### config.mk
export PLATFORM = sky130hd
export DESIGN_NAME = pool2d_stream_flat
export DESIGN_NICKNAME = d
export VERILOG_FILES = /design/src/rtl/pool2d_stream_if.sv /design/src/rtl/pool2d_stream.sv /design/src/flat_wrapper.sv
export SDC_FILE = /design/constraint.sdc
export NUM_CORES = 1
export LEC_CHECK = 0
export ABC_CLOCK_PERIOD_IN_PS = 3400
export CAP_MARGIN = 0
export CELL_PAD_IN_SITES_DETAIL_PLACEMENT = 0
export CELL_PAD_IN_SITES_GLOBAL_PLACEMENT = 1
export CORE_MARGIN = 4
export CORE_UTILIZATION = 40
export CTS_CLUSTER_SIZE = 10
export DETAILED_ROUTE_END_ITERATION = 10
export PLACE_DENSITY = 0.85
export SYNTH_ARGS = -nofsm -noshare
export SYNTH_HDL_FRONTEND = slang
export SYNTH_SLANG_ARGS = --single-unit
### constraint.sdc
create_clock -name clk -period 3.4 [get_ports clk]
set_clock_uncertainty 0.1 [all_clocks]
set_input_delay 0.34 -clock clk [delete_from_list [all_inputs] [get_ports clk]]
set_output_delay 0.34 -clock clk [all_outputs]
set_load 0.02 [all_outputs]
### src/rtl/pool2d_stream_if.sv
// Ready/valid stream bundle for the 2x2 pooling stage: sample input side and pooled output side.
interface pool2d_stream_if #(
  parameter int unsigned DATA_W = 8,
  parameter int unsigned CH_W   = 1
) ();
  logic                     in_valid;
  logic                     in_ready;
  logic signed [DATA_W-1:0] pixel_in;
  logic                     out_valid;
  logic                     out_ready;
  logic signed [DATA_W-1:0] out_data;
  logic [CH_W-1:0]          out_ch;
  logic                     out_last;

  modport slave (
    input  in_valid, pixel_in, out_ready,
    output in_ready, out_valid, out_data, out_ch, out_last
  );

  modport master (
    output in_valid, pixel_in, out_ready,
    input  in_ready, out_valid, out_data, out_ch, out_last
  );
endinterface

### src/rtl/pool2d_stream.sv
// Streaming 2x2 stride-2 max/average pooling over a raster-order, channel-interleaved frame.
// Horizontal pairs of even rows are parked in a line buffer until the odd row completes each quad.
module pool2d_stream #(
  parameter int unsigned DATA_W = 8,
  parameter int unsigned IMG_W  = 4,
  parameter int unsigned IMG_H  = 4,
  parameter int unsigned CH     = 1,
  parameter int unsigned CH_W   = (CH > 1) ? $clog2(CH) : 1
) (
  input  logic              clk,
  input  logic              rst_n,
  input  logic              mode,
  pool2d_stream_if.slave    io
);

  localparam int unsigned SUM_W    = DATA_W + 2;
  localparam int unsigned HALF_W   = IMG_W / 2;
  localparam int unsigned LB_DEPTH = HALF_W * CH;
  localparam int unsigned LB_AW    = (LB_DEPTH > 1) ? $clog2(LB_DEPTH) : 1;
  localparam int unsigned COL_W    = $clog2(IMG_W);
  localparam int unsigned ROW_W    = $clog2(IMG_H);

  logic [CH_W-1:0]           ch_q, ch_d;
  logic [COL_W-1:0]          col_q, col_d;
  logic [ROW_W-1:0]          row_q, row_d;
  logic                      mode_q, mode_d;
  logic signed [SUM_W-1:0]   hold_q [CH];
  logic signed [SUM_W-1:0]   hold_d [CH];
  logic signed [SUM_W-1:0]   lb_q   [LB_DEPTH];

  logic                      out_valid_q, out_valid_d;
  logic signed [DATA_W-1:0]  out_data_q, out_data_d;
  logic [CH_W-1:0]           out_ch_q, out_ch_d;
  logic                      out_last_q, out_last_d;

  logic                      in_ready_c;
  logic                      accept_c;
  logic                      ch_last_c, col_last_c, row_last_c;
  logic [LB_AW-1:0]          lb_addr_c;
  logic                      lb_we_c;
  logic signed [SUM_W-1:0]   pix_ext_c;
  logic signed [SUM_W-1:0]   partner_c;
  logic signed [SUM_W-1:0]   comb_c;
  logic signed [SUM_W-1:0]   avg_c;
  logic signed [DATA_W-1:0]  result_c;
  logic                      load_c;

  assign in_ready_c   = !out_valid_q || io.out_ready;
  assign io.in_ready  = in_ready_c;
  assign io.out_valid = out_valid_q;
  assign io.out_data  = out_data_q;
  assign io.out_ch    = out_ch_q;
  assign io.out_last  = out_last_q;

  // Position decode, operand selection and the max/sum combiner.
  always_comb begin
    accept_c   = io.in_valid && in_ready_c;
    ch_last_c  = (ch_q  == CH_W'(CH - 1));
    col_last_c = (col_q == COL_W'(IMG_W - 1));
    row_last_c = (row_q == ROW_W'(IMG_H - 1));
    lb_addr_c  = LB_AW'((32'(col_q) >> 1) * CH + 32'(ch_q));
    pix_ext_c  = {{2{io.pixel_in[DATA_W-1]}}, io.pixel_in};
    partner_c  = (row_q[0] && !col_q[0]) ? lb_q[lb_addr_c] : hold_q[ch_q];
    if (mode_q) begin
      comb_c = partner_c + pix_ext_c;
    end else begin
      comb_c = (partner_c > pix_ext_c) ? partner_c : pix_ext_c;
    end
    avg_c    = comb_c >>> 2;
    result_c = mode_q ? avg_c[DATA_W-1:0] : comb_c[DATA_W-1:0];
  end

  // Counter advance, frame-start mode capture, partial-result routing and output register.
  always_comb begin
    ch_d        = ch_q;
    col_d       = col_q;
    row_d       = row_q;
    mode_d      = mode_q;
    hold_d      = hold_q;
    lb_we_c     = 1'b0;
    load_c      = 1'b0;
    out_valid_d = out_valid_q && !io.out_ready;
    out_data_d  = out_data_q;
    out_ch_d    = out_ch_q;
    out_last_d  = out_last_q;

    if (accept_c) begin
      if (ch_q == '0 && col_q == '0 && row_q == '0) begin
        mode_d = mode;
      end
      if (ch_last_c) begin
        ch_d = '0;
        if (col_last_c) begin
          col_d = '0;
          row_d = row_last_c ? '0 : row_q + ROW_W'(1);
        end else begin
          col_d = col_q + COL_W'(1);
        end
      end else begin
        ch_d = ch_q + CH_W'(1);
      end

      unique case ({row_q[0], col_q[0]})
        2'b00:   hold_d[ch_q] = pix_ext_c;
        2'b01:   lb_we_c      = 1'b1;
        2'b10:   hold_d[ch_q] = comb_c;
        default: load_c       = 1'b1;
      endcase
    end

    if (load_c) begin
      out_valid_d = 1'b1;
      out_data_d  = result_c;
      out_ch_d    = ch_q;
      out_last_d  = ch_last_c && col_last_c && row_last_c;
    end
  end

  always_ff @(posedge clk or negedge rst_n) begin
    if (!rst_n) begin
      ch_q        <= '0;
      col_q       <= '0;
      row_q       <= '0;
      mode_q      <= 1'b0;
      out_valid_q <= 1'b0;
      out_data_q  <= '0;
      out_ch_q    <= '0;
      out_last_q  <= 1'b0;
      for (int i = 0; i < int'(CH); i++) begin
        hold_q[i] <= '0;
      end
    end else begin
      ch_q        <= ch_d;
      col_q       <= col_d;
      row_q       <= row_d;
      mode_q      <= mode_d;
      out_valid_q <= out_valid_d;
      out_data_q  <= out_data_d;
      out_ch_q    <= out_ch_d;
      out_last_q  <= out_last_d;
      hold_q      <= hold_d;
    end
  end

  // Line buffer needs no reset: every entry is written on an even row before the odd row reads it.
  always_ff @(posedge clk) begin
    if (lb_we_c) begin
      lb_q[lb_addr_c] <= comb_c;
    end
  end

endmodule
### src/flat_wrapper.sv
// flat-port wrapper written by rule: the top's interface ports become plain ports
module pool2d_stream_flat 
#(
  parameter int unsigned DATA_W = 8,
  parameter int unsigned IMG_W  = 4,
  parameter int unsigned IMG_H  = 4,
  parameter int unsigned CH     = 1,
  parameter int unsigned CH_W   = (CH > 1) ? $clog2(CH) : 1
)
  (clk, rst_n, mode, io_in_valid, io_pixel_in, io_out_ready, io_in_ready, io_out_valid, io_out_data, io_out_ch, io_out_last);
  pool2d_stream_if #(.DATA_W(DATA_W), .CH_W(CH_W)) io_i ();
  input  logic clk;
  input  logic rst_n;
  input  logic mode;
  input wire logic [$bits(io_i.in_valid)-1:0] io_in_valid;
  input wire logic [$bits(io_i.pixel_in)-1:0] io_pixel_in;
  input wire logic [$bits(io_i.out_ready)-1:0] io_out_ready;
  output wire logic [$bits(io_i.in_ready)-1:0] io_in_ready;
  output wire logic [$bits(io_i.out_valid)-1:0] io_out_valid;
  output wire logic [$bits(io_i.out_data)-1:0] io_out_data;
  output wire logic [$bits(io_i.out_ch)-1:0] io_out_ch;
  output wire logic [$bits(io_i.out_last)-1:0] io_out_last;
  assign io_i.in_valid = io_in_valid;
  assign io_i.pixel_in = io_pixel_in;
  assign io_i.out_ready = io_out_ready;
  assign io_in_ready = io_i.in_ready;
  assign io_out_valid = io_i.out_valid;
  assign io_out_data = io_i.out_data;
  assign io_out_ch = io_i.out_ch;
  assign io_out_last = io_i.out_last;
  pool2d_stream #(.DATA_W(DATA_W), .IMG_W(IMG_W), .IMG_H(IMG_H), .CH(CH), .CH_W(CH_W)) u_core (.clk(clk), .rst_n(rst_n), .mode(mode), .io(io_i));
endmodule
==> impl_metrics.json <==
{
  "grt_use_met2_pct": 29.6,
  "hold_violations": 0,
  "synth_cell_types": 56,
  "avgRoutedWirePerCell_um": 16.5,
  "clock_path_buffers": 2,
  "fin_nets": 390,
  "dieArea_um2": 8870,
  "cp_cell_sequence": "nand2b_1, buf_4, buf_4, nand2_1, o21ai_1, ha_1, and4_4, and2_4, a32o_2, buf_4, o311a_1, nor2_1, a31oi_1",
  "yosysMostFrequentCell": "nand2_1",
  "fin_tns_setup_ns": 0,
  "async_reset_ff_share_pct": 55.6,
  "yosysWarningCount": 0,
  "root_buffer": "clkbuf_8",
  "cp.required_ns": 3.45,
  "grtUsageTotal_pct": 18.1,
  "rrSetupSlack_ns": 0.15,
  "antennaDiodeCount": 0,
  "synth_nets": 349,
  "synth_cells": 312,
  "rows": 31,
  "synth_top_cell_by_area": "dfrtp_1",
  "antenna_found_initial": 0,
  "worst_setup_path_start_kind": "register",
  "endpoint": "u_core.hold_q[8]$_DFFE_PN0P_",
  "finalSetupViolations": 0,
  "busiest_layer": "met2",
  "synthXorXnorAreaFrac_pct": 1.77,
  "synth_mux_area_share_pct": 8.05,
  "path_common_cell": "buf_4",
  "routed_via_density": 5.44,
  "first_pass_iters": 4,
  "cts_setup_buffers": 0,
  "grt_max_degree": 30,
  "register_area_um2": 1230,
  "synthFlopType": "dfrtp_1",
  "port_buffers": 23,
  "grt_pass1_wl_um": 12500,
  "power.density_nw_per_um2": 1140,
  "grtUsageMet3_pct": 3.37,
  "synth_compound_area_share_pct": 17.9,
  "synth_area_leaders": "dfrtp_1 (21%), edfxtp_1 (20%), ha_1 (9.7%)",
  "crit_slowest_cell": "dfrtp_1",
  "die_height_um": 94.2,
  "clk_pin_slew_ns": 0.09,
  "worstSetupPathType": "reg2reg",
  "tightestPinTransition_ns": 0.728,
  "synth_edf_count": 20,
  "ff2ff_path_depth": 13,
  "cp-end-kind": "register",
  "period_needed_ns": 3.25,
  "syn_avg_cell_area_um2": 9.52,
  "seq_area_frac_synth_pct": 41.3,
  "fillers": 696,
  "cpPeakStageDelay_ns": 0.38,
  "netlist_area_um2": 2970,
  "hp-class": "in2async",
  "worstSkewPairLatency_ns": 0.29,
  "fp.dieW_um": 94.2,
  "cts_max_level": 2,
  "fin_util_pct": 49.4,
  "areaGrowthSynthToFinish_pct": 20.1,
  "status": "completed",
  "synth.top_cell.area_share_pct": 21.1,
  "maxClockFrequency_mhz": 308,
  "cts_tree": "done",
  "vdd_drop_max_mv": 0.518,
  "final_max_slew_viol_count": 0,
  "crit-reg2reg-launch": "u_core.col_q[0]$_DFFE_PN0P_",
  "synth_seq_cells": 45,
  "ys_top_cells_by_count": "nand2_1 (38), dfrtp_1 (25), nor2_1 (24), o21ai_0 (24), ha_1 (23)",
  "grt_pass1_vias": 2502,
  "drc": 0,
  "leakage_nw": 1.56,
  "cts-hold-fix-buffers": 0,
  "synth_top_family_by_area": "compound AO/OA/AOI/OAI gates",
  "max-slew-margin-rel_pct": 51.1,
  "cp_max_fo": 17,
  "num_io_pins": 25,
  "yosys.area_share.simple_pct": 14.9,
  "drv_cap": 0,
  "r2r-end": "u_core.hold_q[8]$_DFFE_PN0P_",
  "dp_hpwl_um": 5860,
  "critPathArrivalTime_ns": 3.30,
  "synthAdderAreaFrac_pct": 10.4,
  "drt-initial-drc-count": 145,
  "ant_nets": 0,
  "crit_start": "u_core.col_q[0]$_DFFE_PN0P_",
  "rsz0062_at_grt": "no",
  "post-route-period-util_pct": 95.5,
  "grt-ovfl-total": 0,
  "clock_sinks": 45,
  "layout-drive-gt1-share_pct": 14.7,
  "multi_input_area_um2": 1590,
  "gp_congestion": 0.869,
  "vias": 2466,
  "core_area_um2": 7210,
  "met1_usage_pct": 23.9,
  "routed_wl_um": 7470,
  "start_util_pct": 41.2,
  "numCtsBuffers": 5
}
how the worst min path moves through the flow:
stage	cells after the start	end	slack [ns]
finish	2	u_core.io.out_data[2]$_DFFE_PN0P_	0.32
global route	2	u_core.io.out_data[1]$_DFFE_PN0P_	0.34
CTS	2	u_core.io.out_data[1]$_DFFE_PN0P_	0.34
detailed placement	2	u_core.io.out_data[2]$_DFFE_PN0P_	0.37
global placement	2	u_core.io.out_data[2]$_DFFE_PN0P_	0.37
floorplan	0	u_core.col_q[0]$_DFFE_PN0P_	-0.06
power by group:
part	leakage, nW	switching, W	internal [W]	total [W]
combinational	1.02	0.00155	0.00114	0.00269
sequential	0.480	0.0000922	0.000873	0.000965
clock	0.0554	0.000180	0.000221	0.000401
total	1.56	0.00182	0.00224	0.00406
layout make-up:
type	instances	area share (%)
Timing Repair Buffer	49	11.9
Tap cell	99	3.47
Clock buffer	6	2.03
Sequential cell	45	34.4
Clock inverter	2	1.09
Inverter	23	2.42
Multi-Input combinational cell	229	44.7
flip-flops by register name, summed over array words and instances, names as in the netlist:
name                 cells
u_core.io.out_valid      1
u_core.lb_q             20
u_core.hold_q           10
u_core.mode_q            1
u_core.io.out_data       8
u_core.io.out_last       1
u_core.col_q             2
u_core.row_q             2
worst max-delay path: cells and delay by family (launching register included):
| kind | cells | cell delay, ns |
|---|---|---|
| buffers and inverters | 3 | 0.52 |
| adders and majority gates | 1 | 0.38 |
| AOI/OAI and AO/OA | 4 | 0.86 |
| DFF | 1 | 0.38 |
| and+or+nand+nor | 5 | 0.86 |
placed cells by master, fill, tap and decap left out, types with 12 or more instances in the layout:
cell	Yosys	final
edfxtp_1	20	20
nand2_1	38	38
mux2i_1	16	16
dfrtp_1	25	25
a21oi_1	16	16
clkdlybuf4s50_1	0	23
a31oi_1	12	12
buf_4	2	26
nor2_1	24	24
ha_1	23	23
inv_1	22	22
o21ai_0	24	18
through the flow:
| stage | instance area [µm²] | setup slack (ns) | hold slack (ns) | total power [W] | instances |
|---|---|---|---|---|---|
| finish | 3570 | 0.153 | 0.321 | 0.00406 | 453 |
| CTS | 3550 | 0.0240 | 0.342 | 0.00404 | 453 |
| global route | 3570 | 0.0133 | 0.336 | 0.00440 | 453 |
| detailed placement | 3440 | 0.0369 | 0.372 | 0.00362 | 445 |
| floorplan | 2970 | 0.00425 | -0.0556 | 0.00276 | 312 |
| global placement | 3440 | 0.108 | 0.367 | 0.00357 | 445 |
what timing repair did:
| action | in CTS | in global routing |
|---|---|---|
| hold endpoints to repair | 0 | 0 |
| setup endpoints to repair | 0 | 32 |
| resized for setup | 0 | 7 |
kinds of logic after synthesis:
family          count (synthesis)
xor+xnor                        6
other cells                     1
fa+ha+maj                      24
flops                          45
buf+inv                        38
mux                            23
simple gates                   95
compound gates                 80
per-layer routing:
| layer | up-vias | part of all wire, % |
|---|---|---|
| met3 | 22 | 4.5 |
| met1 | 1176 | 46 |
| met4 | 0 | 3.2 |
| li1 | 1197 | - |
| met5 | - | 0 |
| met2 | 71 | 47 |
(Power assumes the default switching activity.)
